[config.mk]
export PLATFORM = sky130hd
export DESIGN_NAME = serdesphy_rx_aligner
export DESIGN_NICKNAME = d
export VERILOG_FILES = /design/src/rtl/serdesphy_rx_aligner.sv
export SDC_FILE = /design/constraint.sdc
export NUM_CORES = 1
export LEC_CHECK = 0
export BUFFER_PORTS_ARGS = -buffer_cell sky130_fd_sc_hd__buf_2
export CORE_MARGIN = 4
export CORE_UTILIZATION = 50
export CTS_CLUSTER_SIZE = 10
export DETAILED_ROUTE_END_ITERATION = 6
export GPL_ROUTABILITY_DRIVEN = 0
export GPL_TIMING_DRIVEN = 1
export PLACE_DENSITY = 0.69
export SYNTH_ARGS = -nofsm -noshare
export SYNTH_HDL_FRONTEND = slang
export SYNTH_SLANG_ARGS = --single-unit
[constraint.sdc]
create_clock -name clk_240m_rx -period 3.3 [get_ports clk_240m_rx]
set_input_delay 0.825 -clock clk_240m_rx [delete_from_list [all_inputs] [get_ports clk_240m_rx]]
set_output_delay 0.825 -clock clk_240m_rx [all_outputs]
set_load 0.005 [all_outputs]
[src/rtl/serdesphy_rx_aligner.sv]
// RX nibble aligner: hunts for SYNC_WORD in the recovered bitstream, locks nibble boundaries, emits 4-bit words.
// Build option SERDESPHY_RX_ALIGN_STATS_EN adds the sync_err_count output (saturating LOCKED error count).
module serdesphy_rx_aligner #(
    parameter logic [7:0]  SYNC_WORD   = 8'hBC,
    parameter int unsigned CONFIRM_CNT = 3,
    parameter int unsigned LOSS_CNT    = 4
) (
    input  logic       clk_240m_rx,
    input  logic       rst_n_240m_rx,
    input  logic       rx_serial_data,
    input  logic       rx_serial_valid,
    input  logic       rx_serial_error,
    input  logic       rx_align_rst,
    output logic [3:0] rx_word,
    output logic       rx_word_valid,
    output logic       rx_aligned,
    output logic       sync_det,
    output logic       align_err
`ifdef SERDESPHY_RX_ALIGN_STATS_EN
    ,
    output logic [7:0] sync_err_count
`endif
);
    localparam logic [2:0] CONFIRM_C = 3'(CONFIRM_CNT);
    localparam logic [2:0] LOSS_C    = 3'(LOSS_CNT);

    typedef enum logic [1:0] {HUNT = 2'd0, VERIFY = 2'd1, LOCKED = 2'd2} state_t;
    state_t state, state_nxt;

    // Only the 7 newest bits are stored; the 8th bit of every window is the live input.
    logic [6:0] sr;
    logic [7:0] sr_shift;
    logic [1:0] bit_cnt, bit_cnt_nxt;
    logic [2:0] conf_cnt, conf_nxt, conf_inc;
    logic [2:0] err_cnt, err_nxt, err_inc;
    logic       match, nib_end, match_al, match_mis, bit_err, lock_err;
    logic [3:0] word_nxt;
    logic       word_vld_nxt, align_err_nxt;

    function automatic logic [2:0] sat_inc3(input logic [2:0] v);
        return (v == 3'd7) ? v : v + 3'd1;
    endfunction

    assign sr_shift  = {sr, rx_serial_data};
    assign match     = rx_serial_valid && (sr_shift == SYNC_WORD);
    assign nib_end   = rx_serial_valid && (bit_cnt == 2'd3);
    assign match_al  = match && nib_end;
    assign match_mis = match && !nib_end;
    assign bit_err   = rx_serial_valid && rx_serial_error;
    assign lock_err  = (state == LOCKED) && (match_mis || bit_err);
    assign conf_inc  = sat_inc3(conf_cnt);
    assign err_inc   = sat_inc3(err_cnt);

    always_ff @(posedge clk_240m_rx or negedge rst_n_240m_rx) begin
        if (!rst_n_240m_rx) state <= HUNT;
        else                state <= state_nxt;
    end

    always_comb begin
        state_nxt = state;
        if (rx_align_rst) begin
            state_nxt = HUNT;
        end else begin
            case (state)
                HUNT:    if (match) state_nxt = (CONFIRM_C == 3'd1) ? LOCKED : VERIFY;
                VERIFY:  if (bit_err) state_nxt = HUNT;
                         else if (match_al && (conf_inc >= CONFIRM_C)) state_nxt = LOCKED;
                LOCKED:  if (lock_err && (err_inc >= LOSS_C)) state_nxt = HUNT;
                default: state_nxt = HUNT;
            endcase
        end
    end

    always_comb begin
        bit_cnt_nxt   = bit_cnt;
        conf_nxt      = conf_cnt;
        err_nxt       = err_cnt;
        word_nxt      = rx_word;
        word_vld_nxt  = 1'b0;
        align_err_nxt = 1'b0;
        if (rx_align_rst) begin
            bit_cnt_nxt = 2'd0;
            conf_nxt    = 3'd0;
            err_nxt     = 3'd0;
        end else begin
            if (rx_serial_valid) bit_cnt_nxt = bit_cnt + 2'd1;
            case (state)
                HUNT: if (match) begin
                    bit_cnt_nxt = 2'd0;
                    conf_nxt    = 3'd1;
                end
                VERIFY: begin
                    if (bit_err) begin
                        conf_nxt = 3'd0;
                    end else if (match_al) begin
                        conf_nxt = conf_inc;
                    end else if (match) begin
                        bit_cnt_nxt = 2'd0;
                        conf_nxt    = 3'd1;
                    end
                end
                LOCKED: begin
                    if (nib_end) begin
                        word_nxt     = sr_shift[3:0];
                        word_vld_nxt = 1'b1;
                    end
                    if (lock_err) begin
                        align_err_nxt = 1'b1;
                        err_nxt       = (err_inc >= LOSS_C) ? 3'd0 : err_inc;
                    end else if (match_al) begin
                        err_nxt = 3'd0;
                    end
                end
                default: ;
            endcase
        end
    end

    // Registered outputs: one cycle after the qualifying input bit.
    always_ff @(posedge clk_240m_rx or negedge rst_n_240m_rx) begin
        if (!rst_n_240m_rx) begin
            sr            <= '0;
            bit_cnt       <= '0;
            conf_cnt      <= '0;
            err_cnt       <= '0;
            rx_word       <= '0;
            rx_word_valid <= 1'b0;
            rx_aligned    <= 1'b0;
            sync_det      <= 1'b0;
            align_err     <= 1'b0;
        end else begin
            if (rx_serial_valid) sr <= sr_shift[6:0];
            bit_cnt       <= bit_cnt_nxt;
            conf_cnt      <= conf_nxt;
            err_cnt       <= err_nxt;
            rx_word       <= word_nxt;
            rx_word_valid <= word_vld_nxt;
            rx_aligned    <= (state_nxt == LOCKED);
            sync_det      <= match;
            align_err     <= align_err_nxt;
        end
    end

`ifdef SERDESPHY_RX_ALIGN_STATS_EN
    function automatic logic [7:0] sat_inc8(input logic [7:0] v);
        return (v == 8'hFF) ? v : v + 8'd1;
    endfunction

    always_ff @(posedge clk_240m_rx or negedge rst_n_240m_rx) begin
        if (!rst_n_240m_rx)     sync_err_count <= '0;
        else if (rx_align_rst)  sync_err_count <= '0;
        else if (align_err_nxt) sync_err_count <= sat_inc8(sync_err_count);
    end
`endif
endmodule

* Word-level counts from Yosys, hierarchy flattened
Index checks and enable logic that the tools add are counted.
Word-level totals: output and inout bits 8, input port bits 6, bits in registers 25, logic and storage cells 69
Operators by class: $add $sub $neg 3, eq/ne operators 7, order comparisons 2, muxes and demuxes 30, reductions and logical operators 16, bitwise logic cells 1
Operator list (number):
- $mux W3 | 11
- $mux W2 | 10
- $eq A8 B8 Y1 const B | 1
- $logic_and A1 B1 Y1 | 8
- $add A3 B1 Y3 const B | 2
- $eq A2 B2 Y1 const B | 3
- $eq A3 B3 Y1 const B | 2
- $mux W1 | 6
- $pmux W2 S3 | 1
- $pmux W3 S2 | 1
- $reduce_bool A3 Y1 | 2
- $pmux W2 S2 | 1
- $ge A3 B2 Y1 const B | 1
- $ge A3 B3 Y1 const B | 1
- $reduce_and A3 Y1 | 1
- $add A2 B1 Y2 const B | 1
- $eq A2 B1 Y1 const B | 1
- $logic_not A2 Y1 | 1
- $reduce_and A2 Y1 | 1
- $reduce_bool A2 Y1 | 1
- $logic_not A1 Y1 | 1
- $logic_or A1 B1 Y1 | 1
- $not A1 Y1 | 1

* Longest topological paths before layout
Gate-level depths: netlist (run 1).
depth after elaboration 11, gate-level depth with buffers 5, gate-level depth less buffers 5

* Worst setup path after synthesis (run 1)
OpenSTA, ideal clock, no wires.
kind input to register, start point input port rx_serial_data, end point register rx_aligned, arrival 1.810 ns, buffers on the path 1, setup slack 1.355 ns, library setup time 0.136 ns, data required time 3.164 ns, stages 5, path through nand4bb_4 or3_1 buf_4 o31ai_4 o31ai_1
Between the ends: cells in the longest elaborated chain, start to end 10, elaborated cells on any way between the ends 15, classes of those cells eq/ne (2); mux (6); reduce/logical (7)
RTL lines:
- from (decl) | RTL line 10 | input logic rx_serial_data,
- $eq A8 B8 Y1 (*) | RTL line 45 | assign match = rx_serial_valid && (sr_shift == SYNC_WORD);
- $logic_and A1 B1 Y1 (*) | RTL line 45
- $logic_and A1 B1 Y1 | RTL line 48 | assign match_mis = match && !nib_end;
- $logic_or A1 B1 Y1 | RTL line 50 | assign lock_err = (state == LOCKED) && (match_mis || bit_err);
- $logic_and A1 B1 Y1 | RTL line 50
- $logic_and A1 B1 Y1 | RTL line 68 | LOCKED: if (lock_err && (err_inc >= LOSS_C)) state_nxt = HUNT;
- $mux W2 | RTL line 68
- $pmux W2 S3 (*) | RTL line 64 | case (state)
- $mux W2 (*) | RTL line 61 | if (rx_align_rst) begin
- $eq A2 B2 Y1 (*) | RTL line 138 | rx_aligned <= (state_nxt == LOCKED);
- to (signal assigned) | RTL line 138
- to (decl) | RTL line 16 | output logic rx_aligned,
Every way passes the cells marked *; elsewhere a longest branch is shown, timed or not. A chain may end at the register's enable or synchronous reset.

* Worst setup path after layout (run 1)
start point input port rx_serial_valid, end point register state[1]
Between the ends: cells in the longest elaborated chain, start to end 9, elaborated cells on any way between the ends 16, classes of those cells mux (6); reduce/logical (10)
RTL lines:
- from (decl) | RTL line 11 | input logic rx_serial_valid,
- $logic_and A1 B1 Y1 | RTL line 46 | assign nib_end = rx_serial_valid && (bit_cnt == 2'd3);
- $logic_not A1 Y1 | RTL line 48
- $logic_and A1 B1 Y1 | RTL line 48
- $logic_or A1 B1 Y1 | RTL line 50
- $logic_and A1 B1 Y1 | RTL line 50
- $logic_and A1 B1 Y1 | RTL line 68
- $mux W2 | RTL line 68
- $pmux W2 S3 (*) | RTL line 64
- $mux W2 (*) | RTL line 61
- via state_nxt[1] | RTL line 28 | state_t state, state_nxt;
- to (signal assigned) | RTL line 56 | else state <= state_nxt;
- to (decl) | RTL line 28
The timed path passes the listed nets; every way through them passes the cells marked *.

==> parameters.txt, run 1 <==
Parameter                              Value

Power and ir drop
  Switching Fraction    0.268
  Share of total power in sequential cells    0.630
  Total power divided by cell area    416 mW/mm^2
  Cell-internal power    0.000411 W
  Static leakage    0.617 nW
  Clock network fraction of design power    0.250
  Overall power consumption    0.000561 W
  Relative contribution of combinational cells to total power    0.120
  Worst ir drop on vdd    0.295 mV
  Power spent charging and discharging nets    0.000151 W

Synth
  Share of synthesized area occupied by flip-flops and latches    0.504
  Number of standard cells after synthesis    102
  Share of flip-flops with an asynchronous set or reset    1.00
  Top cell type's share of synthesized area    0.504
  Average cell area after synthesis    12.2 sq um
  Primary flip-flop cell chosen by synthesis mapping    sky130_fd_sc_hd__dfrtp_1
  Post-synth EDFFs    0
  Distinct cell type count after synthesis    42
  Largest cells by area after synthesis    sky130_fd_sc_hd__dfrtp_1, sky130_fd_sc_hd__mux2_2, sky130_fd_sc_hd__ha_1
  Yosys synthesis warning count    0
  Post-synth design cell area    0.00124 sq mm
  Count of state elements after synthesis    25
  Net count after synthesis    111
  Cell type with the largest total area after synthesis    sky130_fd_sc_hd__dfrtp_1

Floorplanning
  Total Die Area    0.00334 sq mm
  Area of the placeable core    0.00230 sq mm
  Core Rows    17
  Die Wd    57.8 microns
  Die Span Y    57.8 microns
  Number of top-level pins    14
  Effective utilization at floorplan    0.540

Timing
  Fin crit share    0.583
  Headroom to the max-slew limit    0.638
  Final period demand of the worst path    1.92 ns
  Post-route clock skew    0.00998 ns
  Unrepaired setup endpoints after global routing    no
  Fmax    520 MHz
  Final setup violating endpoints    0
  Slew at the pin with the worst max-slew slack    0.542 ns
  Hold Violations, Final    0
  Max Slew Vio Count    0
  Total Neg Setup Slack    0 ns

Final layout
  Final-stage net count    125
  Post-layout instance count excluding filler cells    143
  Commonest non-fill, non-tap cells in the layout    sky130_fd_sc_hd__dfrtp_1, sky130_fd_sc_hd__buf_2, sky130_fd_sc_hd__mux2_2, sky130_fd_sc_hd__nand2_1, sky130_fd_sc_hd__o31ai_1
  Area growth from synthesis to final layout    8.77%
  Layout cells sized above 1    0.322
  # diodes    0
  Commonest non-fill, non-tap cell in the layout    sky130_fd_sc_hd__dfrtp_1

Route
  DRC viols    0
  Antenna Violating Nets Remaining    0
  Wire length per cell    14.9 microns
  Count of TritonRoute iterations in the first routing pass    4
  Drt via density    5.76
  DR iter-0 viols    20
  Total wire length after detailed routing    2.13 mm
  Via count    824

Clock network
  Root buffer cell    sky130_fd_sc_hd__clkbuf_4
  Number of cells upsized or downsized after cts    0
  Hold-fix buffer count after cts    0
  Worst-path clk slew    0.15 ns
  Clock insertion delay at the later pin of the skew report    0.32 ns
  Clock sink count    25
  Post-CTS setup-driven buffer insertion count    0
  Longest Clk Path Bufs    2
  Number of buffers inserted during clock tree synthesis    3
  Clock H-tree levels    1
  Clock tree from TritonCTS    done

Worst setup path
  Worst Setup Start Kind    primary input
  Crit Path Category    in -> reg
  WP data required    3.50 ns
  Worst EP arrival    2.13 ns
  Worst setup slack for register-to-register paths    1.58 ns
  Endpoint class of the critical path    flip-flop
  Peak fanout along the critical path    13

Worst hold path
  Class of the tightest hold or removal check    in -> async

GRT
  Maximum number of pins on one net before global-route repair    26
  Met1 Track Usage GR    0.194
  Via count of the first global-routing pass    866
  Sum of overflow across all layers after global routing    0
  Wire length of the first global-routing pass    3.86 mm
  Antenna violations before repair    0
  Tot GR Track Use    0.146
  Met2 Resource Use GR    0.234
  Busiest layer in global routing    met2
  Met3 track demand over resource    0.0245

Placed design
  Total instance count after detailed placement    139
  HPWL after detailed placement    1.59 mm
  PortBufs    13

Flow run
  Max-cap viol count    0

Run status
  Run status    complete, no violations
registers in the layout (all words and copies together), names as in the netlist, 2 cells and up:
name      flops
state         2
err_cnt       3
bit_cnt       2
rx_word       4
conf_cnt      3
sr            7
worst max-delay path: stages:
cell,delay (ns)
sky130_fd_sc_hd__buf_2,0.28
sky130_fd_sc_hd__nand3b_4,0.15
sky130_fd_sc_hd__or3_1,0.49
sky130_fd_sc_hd__o31ai_4,0.26
sky130_fd_sc_hd__o31ai_1,0.11
cell type report:
type	instances	area, sq um
inverter	3	11.3
clock inverter	1	7.51
sequential	25	626
tap	28	35.0
multi-input combinational	70	583
timing repair buffer	13	65.1
clock buffer	3	22.5
fill	190	947
power by group through the flow:
stage | combinational [W] | clock [W] | sequential [W]
4_1_cts | 0.0000688 | 0.000145 | 0.000354
3_5_place_dp | 0.0000687 | 0 | 0.000360
3_3_place_gp | 0.0000665 | 0 | 0.000360
5_1_grt | 0.0000771 | 0.000160 | 0.000358
2_1_floorplan | 0.0000498 | 0 | 0.000354
6_report | 0.0000673 | 0.000140 | 0.000353
cells by family (layout without fill, tap and decap cells):
logic type | Yosys count | count (layout) | synth area share
xor+xnor | 2 | 2 | 0.0141
buf+inv | 7 | 20 | 0.0262
flops | 25 | 25 | 0.504
compound gates | 22 | 22 | 0.144
mux | 12 | 12 | 0.108
simple gates | 31 | 31 | 0.173
fa+ha+maj | 3 | 3 | 0.0302
metal layers:
metal / routed length [microns] / vias to the layer above
li1: - / 408
met1: 1050 / 402
met2: 992 / 10
met3: 60 / 4
met4: 29 / 0
met5: 0 / -
metrics by stage:
| stage | instance area, sq um | utilization | hold slack, ns | worst slack (ns) |
|---|---|---|---|---|
| after floorplan | 1240 | - | 0.461 | 1.35 |
| after global placement | 1320 | 0.575 | 0.481 | 1.09 |
| after detailed placement | 1320 | 0.575 | 0.491 | 1.01 |
| after CTS | 1350 | 0.588 | 0.477 | 1.38 |
| after global routing | 1350 | 0.588 | 0.488 | 1.33 |
| final | 1350 | 0.588 | 0.462 | 1.38 |
cells in the mapped netlist, types with 2 or more instances:
cell                      number
sky130_fd_sc_hd__nand4_1       2
sky130_fd_sc_hd__nor4_1        2
sky130_fd_sc_hd__dfrtp_1      25
sky130_fd_sc_hd__nor2b_1       3
sky130_fd_sc_hd__ha_1          3
sky130_fd_sc_hd__and2_1        3
sky130_fd_sc_hd__inv_1         3
sky130_fd_sc_hd__a31oi_1       2
sky130_fd_sc_hd__or2_2         2
sky130_fd_sc_hd__mux2_2       11
sky130_fd_sc_hd__nand2_1       7
sky130_fd_sc_hd__nor2_1        2
sky130_fd_sc_hd__a21oi_1       2
sky130_fd_sc_hd__nor3_1        2
sky130_fd_sc_hd__o31ai_1       5
sky130_fd_sc_hd__o21ai_0       2
final timing paths:
kind	cells after the start	to	startpoint
worst max-delay path	5	state[1]	rx_serial_valid
worst min-delay path	1	err_cnt[0]	rst_n_240m_rx
worst max register to register	4	state[0]	conf_cnt[0]
worst min register to register	1	rx_word[1]	rx_word[1]
max in group asynchronous	1	sync_det	rst_n_240m_rx
min in group clk_240m_rx	1	rx_word[1]	rx_word[1]
Power figures use the tool's default switching activity.
==> inputs of run 2 (changes only) <==
==> constraint.sdc (replaced) <==
create_clock -name clk_240m_rx -period 1.9 [get_ports clk_240m_rx]
set_input_delay 0.475 -clock clk_240m_rx [delete_from_list [all_inputs] [get_ports clk_240m_rx]]
set_output_delay 0.475 -clock clk_240m_rx [all_outputs]
set_load 0.005 [all_outputs]
==> run 2 against run 1 <==
Compared with the run above:
- wire length up 4.6%
- sequential power up 75%
- critical path depth down 1
- flip-flop and latch count unchanged
- critical path type is now reg -> reg
- critical endpoint is now state[0]
==> parameters.txt, run 2 (synthesis results as in run 1) <==
Parameter                              Value

Final layout
  Area growth from synthesis to final layout    11.7%
  Biggest regs    sr x7, rx_word x4
  Final-stage net count    130
  Max FFs per register    7
  Register bank with the most flops    sr
  # diodes    0
  Commonest non-fill, non-tap cell in the layout    sky130_fd_sc_hd__dfrtp_1
  Util after Layout    0.603
  Commonest non-fill, non-tap cells in the layout    sky130_fd_sc_hd__dfrtp_1, sky130_fd_sc_hd__buf_2, sky130_fd_sc_hd__mux2_2, sky130_fd_sc_hd__nand2_1
  Layout cells sized above 1    0.350

Floorplanning
  Die Wd    57.8 microns
  Area of the placeable core    0.00230 sq mm
  Total Die Area    0.00334 sq mm
  Number of top-level pins    14
  Effective utilization at floorplan    0.540
  Core Rows    17
  Die Span Y    57.8 microns

Power and ir drop
  Total power divided by cell area    700 mW/mm^2
  Worst ir drop on vdd    0.421 mV
  Overall power consumption    0.000971 W
  Static leakage    0.647 nW

Worst setup path
  WP data required    2.10 ns
  Worst EP arrival    1.95 ns
  Peak fanout along the critical path    3
  Worst Setup Start Kind    flip-flop
  Endpoint class of the critical path    flip-flop
  Crit Path Category    reg -> reg

Clock network
  Number of buffers inserted during clock tree synthesis    3
  Hold-fix buffer count after cts    0
  Clock H-tree levels    1
  Worst-path clk slew    0.14 ns
  Clock tree from TritonCTS    done
  Number of cells upsized or downsized after cts    0
  Clock sink count    25
  Root buffer cell    sky130_fd_sc_hd__clkbuf_4
  Clock insertion delay at the later pin of the skew report    0.31 ns
  Post-CTS setup-driven buffer insertion count    0
  Longest Clk Path Bufs    2

Timing
  Slew at the pin with the worst max-slew slack    0.534 ns
  Total Neg Setup Slack    0 ns
  Fmax    571 MHz
  Post-route clock skew    0.00869 ns
  Unrepaired setup endpoints after global routing    no
  Max Slew Vio Count    0
  Headroom to the max-slew limit    0.644
  Final period demand of the worst path    1.75 ns
  Final setup violating endpoints    0
  Post-Route Hold Slack    0.117 ns
  Hold Violations, Final    0
  Fin crit share    0.922

Route
  DRC viols    0
  Total wire length after detailed routing    2.23 mm
  Drt via density    5.80
  Via count    859
  Antenna Violating Nets Remaining    0
  Wire length per cell    15.1 microns
  Count of TritonRoute iterations in the first routing pass    4
  DR iter-0 viols    11

Placed design
  PortBufs    13
  HPWL after detailed placement    1.70 mm

GRT
  Wire length of the first global-routing pass    4.00 mm
  Antenna violations before repair    0
  Via count of the first global-routing pass    906
  Sum of overflow across all layers after global routing    0
  Tot GR Track Use    0.153
  Maximum number of pins on one net before global-route repair    26

Flow run
  Max-cap viol count    0

Run status
  Run status    complete, no violations

Worst hold path
  Class of the tightest hold or removal check    in -> async
run 2: changes by cell type in the layout (fill, tap and decap cells not counted):
cell	previous run	this run
sky130_fd_sc_hd__clkinv_2	0	1
sky130_fd_sc_hd__clkinvlp_4	1	0
sky130_fd_sc_hd__a2111oi_1	0	1
sky130_fd_sc_hd__buf_4	0	5
sky130_fd_sc_hd__a2111oi_0	1	0
run 2: cell type report:
cell class / count / area [sq um]
clock inverters: 1 / 5.00
multi-input cells: 70 / 584
well taps: 28 / 35.0
inverters: 3 / 11.3
clock buffers: 3 / 22.5
flip-flops and latches: 25 / 626
repair buffers: 18 / 103
fillers: 184 / 911
run 2: power by group:
group	leakage (nW)	switching, W	total [W]	internal [W]
sequential	0.333	0.0000453	0.000618	0.000572
combinational	0.296	0.0000578	0.000122	0.0000638
clock	0.0177	0.000153	0.000231	0.0000786
run 2: metal layers:
layer,share of wire,GRT usage,up-vias
li1,-,-,417
met1,0.44,0.195,430
met2,0.52,0.256,10
met3,0.034,0.0334,2
met4,0.0072,0.0530,0
met5,0,0,-
run 2: final timing paths:
kind	from	to	slack, ns	depth (start not counted)
worst min register to register	err_cnt[1]	err_cnt[1]	0.52	1
worst min-delay path	rst_n_240m_rx	state[0]	0.12	1
worst max-delay path	conf_cnt[0]	state[0]	0.15	4
min in group clk_240m_rx	rx_serial_data	sync_det	0.36	2
max in group asynchronous	rst_n_240m_rx	rx_word[1]	1.42	1
worst max register to register	conf_cnt[0]	state[0]	0.15	4
run 2: critical path: stages (launching register included):
cell and delay [ns]:
sky130_fd_sc_hd__dfrtp_1 0.43, sky130_fd_sc_hd__ha_1 0.33, sky130_fd_sc_hd__a211oi_1 0.35, sky130_fd_sc_hd__o31ai_1 0.14, sky130_fd_sc_hd__a2111oi_1 0.38
run 2: stage by stage:
stage               worst slack [ns]  area, sq um  std cells
floorplan                      0.305         1240        102
global placement               0.137         1360        144
detailed placement            0.0766         1360        144
CTS                            0.101         1390        148
global route                  0.0184         1390        148
finish                         0.148         1390        148
